==> src/rtl/fpmul_sched_pkg.sv <==
// Shared types, widths and the round-robin pick helper for the FP multiplier scheduler.
package fpmul_sched_pkg;

  localparam int unsigned FP_W    = 32;
  localparam int unsigned MAX_REQ = 8;
  localparam int unsigned PTR_W   = 3;

  typedef enum logic [1:0] {
    IDLE = 2'd0,
    WAIT = 2'd1,
    RESP = 2'd2
  } state_e;

  // One-hot winner: first set bit of valid_vec searching upward from ptr, wrapping at n.
  function automatic logic [MAX_REQ-1:0] rr_pick(input logic [MAX_REQ-1:0] valid_vec,
                                                 input logic [PTR_W-1:0]   ptr,
                                                 input int unsigned        n);
    logic [MAX_REQ-1:0] onehot;
    logic               found;
    logic [PTR_W-1:0]   idx;
    onehot = '0;
    found  = 1'b0;
    for (int unsigned i = 0; i < MAX_REQ; i++) begin
      idx = PTR_W'((32'(ptr) + i) % n);
      if (!found && (i < n) && valid_vec[idx]) begin
        onehot[idx] = 1'b1;
        found       = 1'b1;
      end
    end
    return onehot;
  endfunction

endpackage

==> src/rtl/fpmul_rr_arbiter.sv <==
// Combinational round-robin arbiter.
//   valid     : per-requester request vector
//   ptr       : highest-priority requester index
//   grant     : one-hot winner (zero when nothing is valid)
//   grant_idx : encoded winner index
//   any_grant : a winner exists
module fpmul_rr_arbiter
  import fpmul_sched_pkg::*;
#(
  parameter int unsigned NUM_REQ = 4,
  parameter int unsigned ID_W    = 2
) (
  input  logic [NUM_REQ-1:0] valid,
  input  logic [ID_W-1:0]    ptr,
  output logic [NUM_REQ-1:0] grant,
  output logic [ID_W-1:0]    grant_idx,
  output logic               any_grant
);

  logic [MAX_REQ-1:0] pick;

  always_comb begin
    pick      = rr_pick(MAX_REQ'(valid), PTR_W'(ptr), NUM_REQ);
    grant     = pick[NUM_REQ-1:0];
    any_grant = |pick;
    grant_idx = '0;
    for (int unsigned i = 0; i < NUM_REQ; i++) begin
      if (pick[i]) grant_idx = ID_W'(i);
    end
  end

endmodule

==> src/rtl/fpmul_rr_scheduler.sv <==
// Round-robin scheduler sharing one combinational FP multiplier between NUM_REQ clients.
// Ports:
//   clk, rst                  : clock, synchronous active-high reset
//   req_valid/req_ready       : per-requester handshake (req_ready one-hot, IDLE only)
//   req_a/req_b               : packed operands, requester i at [32*i +: 32]
//   mul_a/mul_b, mul_result   : registered operands to / product from the multiplier
//   rsp_valid/rsp_ready       : response handshake; rsp_data/rsp_id hold product and owner
//   busy                      : high whenever the FSM is not in IDLE
// Optional build macro FPMUL_PERF_CNT_EN adds saturating counters perf_ops and perf_busy.
module fpmul_rr_scheduler
  import fpmul_sched_pkg::*;
#(
  parameter int unsigned NUM_REQ = 4,
  parameter int unsigned ID_W    = 2,
  parameter int unsigned MUL_LAT = 1
) (
  input  logic                    clk,
  input  logic                    rst,
  input  logic [NUM_REQ-1:0]      req_valid,
  output logic [NUM_REQ-1:0]      req_ready,
  input  logic [NUM_REQ*FP_W-1:0] req_a,
  input  logic [NUM_REQ*FP_W-1:0] req_b,
  output logic [FP_W-1:0]         mul_a,
  output logic [FP_W-1:0]         mul_b,
  input  logic [FP_W-1:0]         mul_result,
  output logic                    rsp_valid,
  input  logic                    rsp_ready,
  output logic [FP_W-1:0]         rsp_data,
  output logic [ID_W-1:0]         rsp_id,
  output logic                    busy
`ifdef FPMUL_PERF_CNT_EN
  ,
  output logic [31:0]             perf_ops,
  output logic [31:0]             perf_busy
`endif
);

  localparam int unsigned CNT_W = 4;

  state_e             state, state_d;
  logic [ID_W-1:0]    rr_ptr, cur_id, win_idx;
  logic [NUM_REQ-1:0] grant;
  logic               win_any;
  logic [CNT_W-1:0]   wait_cnt;
  logic [FP_W-1:0]    sel_a, sel_b;
  logic               issue, accept;

  fpmul_rr_arbiter #(.NUM_REQ(NUM_REQ), .ID_W(ID_W)) u_arb (
    .valid     (req_valid),
    .ptr       (rr_ptr),
    .grant     (grant),
    .grant_idx (win_idx),
    .any_grant (win_any)
  );

  // Grant is only offered while idle; a valid winner in IDLE is the handshake.
  assign req_ready = (state == IDLE) ? grant : '0;
  assign issue     = (state == IDLE) && win_any;
  assign accept    = (state == RESP) && rsp_ready;

  // Operand mux driven by the one-hot grant.
  always_comb begin
    sel_a = '0;
    sel_b = '0;
    for (int unsigned i = 0; i < NUM_REQ; i++) begin
      if (grant[i]) begin
        sel_a = req_a[i*FP_W +: FP_W];
        sel_b = req_b[i*FP_W +: FP_W];
      end
    end
  end

  // Next-state logic.
  always_comb begin
    state_d = state;
    case (state)
      IDLE:    if (win_any) state_d = WAIT;
      WAIT:    if (wait_cnt == '0) state_d = RESP;
      RESP:    if (rsp_ready) state_d = IDLE;
      default: state_d = IDLE;
    endcase
  end

  // State register.
  always_ff @(posedge clk) begin
    if (rst) state <= IDLE;
    else     state <= state_d;
  end

  // Operand capture, settle counter, response registers.
  always_ff @(posedge clk) begin
    if (rst) begin
      rr_ptr    <= '0;
      cur_id    <= '0;
      wait_cnt  <= '0;
      mul_a     <= '0;
      mul_b     <= '0;
      rsp_valid <= 1'b0;
      rsp_data  <= '0;
      rsp_id    <= '0;
      busy      <= 1'b0;
    end else begin
      busy <= (state_d != IDLE);
      if (issue) begin
        mul_a    <= sel_a;
        mul_b    <= sel_b;
        cur_id   <= win_idx;
        rr_ptr   <= (win_idx == ID_W'(NUM_REQ - 1)) ? '0 : win_idx + ID_W'(1);
        wait_cnt <= CNT_W'(MUL_LAT - 1);
      end
      if (state == WAIT) begin
        if (wait_cnt == '0) begin
          rsp_valid <= 1'b1;
          rsp_data  <= mul_result;
          rsp_id    <= cur_id;
        end else begin
          wait_cnt <= wait_cnt - CNT_W'(1);
        end
      end
      if (accept) rsp_valid <= 1'b0;
    end
  end

`ifdef FPMUL_PERF_CNT_EN
  // Saturating counters; an op occupies the multiplier from its grant cycle onward,
  // so the grant cycle is counted together with the busy cycles.
  always_ff @(posedge clk) begin
    if (rst) begin
      perf_ops  <= '0;
      perf_busy <= '0;
    end else begin
      if (accept && (perf_ops != '1))           perf_ops  <= perf_ops + 32'd1;
      if ((busy || issue) && (perf_busy != '1)) perf_busy <= perf_busy + 32'd1;
    end
  end
`endif

endmodule

==> config.mk <==
export PLATFORM = sky130hd
export DESIGN_NAME = fpmul_rr_scheduler
export DESIGN_NICKNAME = d
export VERILOG_FILES = /design/src/rtl/fpmul_sched_pkg.sv /design/src/rtl/fpmul_rr_arbiter.sv /design/src/rtl/fpmul_rr_scheduler.sv
export SDC_FILE = /design/constraint.sdc
export NUM_CORES = 1
export LEC_CHECK = 0
export ABC_AREA = 1
export CORE_AREA = 2 2 157 159
export CTS_BUF_LIST = sky130_fd_sc_hd__clkbuf_4
export CTS_CLUSTER_SIZE = 16
export DETAILED_ROUTE_END_ITERATION = 7
export DIE_AREA = 0 0 159 161
export PLACE_DENSITY = 0.64
export SETUP_SLACK_MARGIN = 0.15
export SYNTH_ARGS = -nofsm -noshare
export SYNTH_HDL_FRONTEND = slang
export SYNTH_SLANG_ARGS = --single-unit
==> constraint.sdc <==
create_clock -name clk -period 2.8 [get_ports clk]
set_clock_uncertainty 0.05 [all_clocks]
set_input_delay 0.28 -clock clk [delete_from_list [all_inputs] [get_ports clk]]
set_output_delay 0.28 -clock clk [all_outputs]
set_load 0.02 [all_outputs]
==> results.md, run 1 <==
* Nature of the critical path endpoint: output port
* Crit path max fanout at 10
* Share of flip-flops with an asynchronous set or reset after synthesis at 0
* Global router's overall resource usage at 0.2180
* Share of the clock period used by the worst path at 0.8926
* Nets at 1,856
* Worst R2R Path Depth at 17
* Maximum clock path buffer count at 2
* Fill cell count at 2,503
* Power share of the sequential group at 0.177
* Shortest clock period the worst path allows after layout at 2.499 ns
* Die height at 161 um
* Final ANT Viol Nets at 0
* Number of flops mapped to enable cells by yosys at 0
* Fmax at 400.1 MHz
* Most area-consuming cells after synthesis: dfxtp_1 (32%), nand2_1 (22%), a21oi_1 (14%), nor2_1 (11%), inv_1 (4.5%)
* Post-synthesis register bit count at 110
* Remaining global-route overflow at 0
* Area of combinational cells with multiple inputs at 4035 um^2
* DRC Markers at 0
* Post-placement setup slack at 0.1577 ns
* Syn avg cell area at 5.826 um^2
* Number of cells on the worst hold path at 5
* Initial cell density of the core at 0.2915
* Area growth syn-to-layout at 63.37%
* Die X-Extent at 159 um
* Final-report hold violation count at 0
* Port-buffer cells at 398
* Reg-to-reg endpoint: rr_ptr[0]
* Cell Rows at 57
* Slew at the pin with the worst max-slew slack at 0.9190 ns
* Global-route wire length before repair at 44,840 um
* Endpoint with the worst hold slack: rsp_data[1]
* Worst path arrival time at 2.17 ns
* Clk Tree Root Cell: clkbuf_4
* Area inside the core boundary at 23,960 um^2
* Switching part of the total at 0.5304
* Syn Nets at 1,503
* Number of global-route vias before repair at 8,245
* TritonCTS clock tree: built
* Worst hold start: rst
* Via count at 8,573
* Most used flip-flop cell after synthesis: dfxtp_1
* Initial antenna violation count at 1
* Worst Setup Start Kind: flop
* Met2 layer usage reported by global route at 0.3951
* Number of clock buffers inserted by TritonCTS at 9
* Lkg Pwr at 0.005196 uW
* Least setup slack across all paths after layout at 0.3007 ns
* Seq/Total Area, Yosys at 0.3152
* Final RePlAce weighted congestion at 0.8720
* R2r startpoint: rr_ptr[0]
* Clk sinks at 110
* GR peak layer: met2
* Kind of path behind the tightest hold check: primary input to flop
* Placed wire-length estimate after detailed placement at 20,320 um
* Max Transition Viols Final at 0
* H-tree level count at 3
* Count of cell types in the netlist at 27
* Internal power contribution at 5912 uW
* RSZ-0062 raised after global routing: no
* Worst VDD drop at 0.0007894 V
* Number of max-cap violations at 0
* Met1 usage in global routing at 0.2583
* Number of vias per cell at 4.555
* Initial detailed-routing violation count at 551
* Power density cells at 1103 nW/um^2
* Area share of the largest cell type after synthesis at 0.3152
* Switching Power at 6678 uW
* Wirelength, routed at 28,750 um
* Synthesized instance count at 1,199
* Sequential standard cell area at 2205 um^2
* Post-route insts no fill at 1,882
* Normalized max-slew margin at 0.3873
* Clock transition at path regs at 0.19 ns
* Placed insts at 1,862
* Library cell with the largest summed area after synthesis: dfxtp_1
* Syn Std Cell Area at 6985 um^2
* Hold buffers post-CTS at 0
* Fraction of layout instances using a drive strength above 1 at 0.05138
* Path type of the worst setup path: flop to output port
* Met3 capacity usage during global routing at 0.05059
* Required time of the worst setup path at 2.47 ns
* Routed wire per std cell at 15.28 um
* Status: completed
* Worst-case register-to-register setup slack at 0.35 ns
* Clk pwr share at 0.070
* Die area at 25,600 um^2
* Total of warnings raised by yosys at 0
* Total I/O pin count at 399
* Gate power share at 0.753
* Number of setup violations in the final report at 0
* First drt pass iteration count at 5
* Clock latency on the worst-skew pair at 0.48 ns
* TNS Setup at 0 ns
* Maximum number of pins on one net before global-route repair at 90
cells in the final DEF, fill, tap and decap left out, drive strengths merged:
master and count:
diode 1, clkinvlp 3, xor2 2, dfxtp 110, or2 1, a31oi 5, ha 9, nor3 1
nand2 421, clkbuf 9, bufinv 1, a21oi 201, nand3 31, nor2 206, o21ai 38, clkinv 3
inv 92, clkdlybuf4s50 393, buf 31
cell usage after synthesis, types with 2 or more instances:
master    number
buf_6          7
nand2_1      415
nor2_1       203
clkbuf_1      22
o21ai_0       36
inv_1         84
ha_1           9
a21oi_1      201
nand3_2        4
o21ai_1        2
nand2_2        2
nand2_4        4
a31oi_1        5
xor2_1         2
nor2_4         2
buf_4         14
clkinv_1       2
buf_2         38
nand3_1       25
inv_2          5
nand3_4        2
dfxtp_1      110
registers in the layout, summed over array words and instances (netlist names):
register and cells:
mul_a 32, mul_b 32, rsp_data 32, wait_cnt 4, cur_id 2, rr_ptr 2
rsp_id 2, state 2, busy 1, rsp_valid 1
critical path, stage by stage (launching register included):
cell,delay [ns]
dfxtp_2,0.40
inv_6,0.06
ha_4,0.25
inv_2,0.07
nand3_1,0.09
nand2_1,0.07
nand2_1,0.08
nor2_4,0.17
nand2_2,0.09
nand3_4,0.11
inv_2,0.08
nor2_4,0.09
buf_6,0.12
per-stage QoR:
step                      total power [uW]  utilization  hold WS (ns)  instance area (um^2)
after floorplan                       8884            -        0.3377                  6985
after global placement               11600       0.4673        0.3903                 11200
after detailed placement             11680       0.4673        0.3942                 11200
after CTS                            12610       0.4741        0.2355                 11360
after global routing                 13930       0.4762        0.2615                 11410
final                                12590       0.4762        0.2790                 11410
logic make-up (layout without fill, tap and decap cells):
kind of cell    Yosys count  after routing  synth area share
fa+ha+maj                 9              9           0.01612
compound gates          244            244            0.1757
simple gates            660            660            0.3747
flops                   110            110            0.3152
xor+xnor                  2              2          0.002508
buf+inv                 174            532            0.1157
other cells               0              1                 0
metal layers:
layer / routed length [um] / share of wire
met3: 1958 / 0.068
met1: 11930 / 0.42
met5: 0 / 0
met2: 14290 / 0.50
met4: 570 / 0.020
repair_timing:
action                                  4_1_cts  5_1_grt
setup buffers                                 0        3
endpoints found under the setup margin        4        3
gates cloned                                  0        0
resized for setup                            24       11
pin swaps                                     0        4
area by class of cell:
type,count,share of cell area
repair buffers,424,0.3738
flip-flops and latches,110,0.1932
clock inverters,7,0.007126
diodes,1,0.0002193
inverters,92,0.03070
well taps,324,0.03552
clock buffers,9,0.005920
multi-input cells,915,0.3536
worst max-delay path by stage:
stage	slack [ns]	start	to
2_1_floorplan	0.28	rr_ptr[1]	req_ready[3]
3_3_place_gp	0.18	req_valid[3]	req_ready[3]
3_5_place_dp	0.16	req_valid[3]	req_ready[3]
4_1_cts	0.18	rr_ptr[0]	req_ready[3]
5_1_grt	0.15	rr_ptr[0]	req_ready[3]
6_report	0.30	rr_ptr[0]	req_ready[1]
power by group through the flow:
stage	sequential (uW)	combinational, uW	clock (uW)
after floorplan	2720	6160	0
after global placement	2250	9360	0
after detailed placement	2260	9420	0
after CTS	2230	9450	936
after global routing	2280	10700	984
final	2230	9480	886
No activity file was read; power rests on OpenSTA's default activity.
==> run 2: changes to the inputs <==
--- a/config.mk
+++ b/config.mk
@@ -6,6 +6,7 @@
 export NUM_CORES = 1
 export LEC_CHECK = 0
 export ABC_AREA = 1
+export ABC_CLOCK_PERIOD_IN_PS = 2800
 export CORE_AREA = 2 2 157 159
 export CTS_BUF_LIST = sky130_fd_sc_hd__clkbuf_4
 export CTS_CLUSTER_SIZE = 16
==> results of run 2 <==
Final layout, timing and power as in run 1 (identical DEF).
==> run 3: changes to the inputs <==
--- a/config.mk
+++ b/config.mk
@@ -12,7 +12,7 @@
 export CTS_CLUSTER_SIZE = 16
 export DETAILED_ROUTE_END_ITERATION = 7
 export DIE_AREA = 0 0 159 161
-export PLACE_DENSITY = 0.64
+export PLACE_DENSITY = 0.73
 export SETUP_SLACK_MARGIN = 0.15
 export SYNTH_ARGS = -nofsm -noshare
 export SYNTH_HDL_FRONTEND = slang
==> run 3 against run 2 <==
Via count grew 1.8%. Sequential power is essentially flat. Cell area shrank 0.42%. Largest cell class unchanged. Register-to-register slack gained 0.03 ns. Utilization shrank 0.20 points. Critical path type unchanged. Sequential share of layout area grew 0.070 points.
==> results.md, run 3 (synthesis gave the netlist of run 1 again) <==
* Status: completed
* Final ANT Viol Nets at 0
* Initial antenna violation count at 1
* Routed length on met3 at 2307 um
* Slew at the pin with the worst max-slew slack at 0.9415 ns
* Fill cell count at 2,503
* Met2 WL at 13,240 um
* Worst R2R Path Depth at 16
* Hold buffers post-CTS at 0
* Worst path arrival time at 2.22 ns
* Routed wire per std cell at 14.52 um
* Number of global-route vias before repair at 8,481
* Max Transition Viols Final at 0
* Normalized max-slew margin at 0.3717
* TritonCTS clock tree: built
* Area growth syn-to-layout at 62.69%
* Power density cells at 1096 nW/um^2
* Die area at 25,600 um^2
* Required time of the worst setup path at 2.47 ns
* Reg-to-reg endpoint: mul_b[30]
* Nets at 1,854
* Maximum number of pins on one net before global-route repair at 74
* Final-report hold violation count at 0
* Initial cell density of the core at 0.2915
* Lkg Pwr at 0.005183 uW
* Die height at 161 um
* Final RePlAce weighted congestion at 0.9272
* Kind of path behind the tightest hold check: primary input to flop
* Total I/O pin count at 399
* TNS Setup at 0 ns
* Remaining global-route overflow at 0
* Placed wire-length estimate after detailed placement at 19,750 um
* Clock latency on the worst-skew pair at 0.48 ns
* PnR Total Power at 12,450 uW
* Clock transition at path regs at 0.17 ns
* Shortest clock period the worst path allows after layout at 2.545 ns
* Worst-case register-to-register setup slack at 0.38 ns
* Max layer used: met4
* Number of vias per cell at 4.644
* Clk Tree Root Cell: clkbuf_4
* Global-route wire length before repair at 43,240 um
* Endpoint with the worst hold slack: rsp_data[19]
* H-tree level count at 3
* Leading cell types in the layout, fill and taps excluded: nand2_1 (414), clkdlybuf4s50_1 (393), a21oi_1 (201), nor2_1 (200), dfxtp_1 (109)
* Port-buffer cells at 398
* Nature of the critical path endpoint: output port
* Largest registers: mul_a x32, mul_b x32, rsp_data x32
* Most common cell after layout, fill and taps aside: nand2_1
* Area inside the core boundary at 23,960 um^2
* Worst hold start: mul_result[19]
* Number of max-cap violations at 0
* Share of the clock period used by the worst path at 0.9089
* Number of cells on the worst hold path at 3
* Die X-Extent at 159 um
* Fraction of layout instances using a drive strength above 1 at 0.04759
* Post-route insts no fill at 1,880
* DRC Markers at 0
* Path type of the worst setup path: flop to output port
* Via count at 8,730
* Least setup slack across all paths after layout at 0.2550 ns
* Maximum clock path buffer count at 2
* Wirelength, routed at 27,290 um
* Post-placement setup slack at 0.07409 ns
* First drt pass iteration count at 5
* Clk sinks at 110
* Routed metal-1 wire length at 10,940 um
* Placed insts at 1,863
* Fmax at 392.9 MHz
* Number of clock buffers inserted by TritonCTS at 9
* Initial detailed-routing violation count at 622
* Worst Setup Start Kind: flop
* R2r startpoint: rr_ptr[0]
* Number of setup violations in the final report at 0
* RSZ-0062 raised after global routing: yes
* Global router's overall resource usage at 0.2071
* Cell Rows at 57
* Crit path max fanout at 10
* Worst VDD drop at 0.0009380 V
-- run 3: layer usage --
layer / global-route usage / vias up
met1: 0.2409 / 3882
li1: - / 4430
met3: 0.05907 / 52
met2: 0.3611 / 366
met4: 0.08058 / 0
met5: 0 / -
-- run 3: worst max path at each step --
stage                       from           end  slack (ns)  cells after the start
global placement    req_valid[0]  req_ready[3]        0.11                     12
finish                 rr_ptr[0]  req_ready[3]        0.25                     12
detailed placement  req_valid[3]  req_ready[3]        0.07                     11
floorplan              rr_ptr[1]  req_ready[3]        0.28                     13
global route           rr_ptr[0]  req_ready[3]         0.1                     12
CTS                    rr_ptr[0]  req_ready[3]        0.15                     12
-- run 3: critical path, stage by stage, from the launching register on --
cell and delay (ns):
dfxtp_2 0.40, inv_6 0.07, ha_4 0.25, inv_2 0.06, nand3_1 0.09, nand2_2 0.10, nand2_4 0.07, nor2_4 0.13
nand2_1 0.11, nand3_4 0.14, inv_2 0.08, nor2_4 0.10, buf_6 0.13
-- run 3: repair_timing --
item                                    4_1_cts  5_1_grt
resized for setup                            23        7
buffers inserted                              0        0
pin swaps                                     0        1
endpoints found under the setup margin        4       13
-- run 3: layout make-up --
type	count	area, um^2	area share
Inverter	92	350.3	0.03083
Timing Repair Buffer	422	4235	0.3727
Multi-Input combinational cell	915	4030	0.3546
Antenna cell	1	2.502	0.0002202
Clock buffer	9	67.56	0.005945
Sequential cell	110	2203	0.1939
Clock inverter	7	70.07	0.006165
Tap cell	324	405.4	0.03567
-- run 3: power breakdown --
group	leakage (uW)	internal (uW)	total, uW	switching [uW]
clock network	0.0000785	277	857	580
registers	0.000903	2030	2240	214
logic	0.00420	3580	9360	5780
total	0.00518	5880	12500	6580
-- run 3: metrics by stage --
| stage | utilization | hold slack [ns] | instance area, um^2 |
|---|---|---|---|
| 2_1_floorplan | - | 0.3377 | 6985 |
| 3_3_place_gp | 0.4674 | 0.3904 | 11200 |
| 3_5_place_dp | 0.4674 | 0.3977 | 11200 |
| 4_1_cts | 0.4735 | 0.2344 | 11350 |
| 5_1_grt | 0.4743 | 0.2685 | 11360 |
| 6_report | 0.4743 | 0.3057 | 11360 |
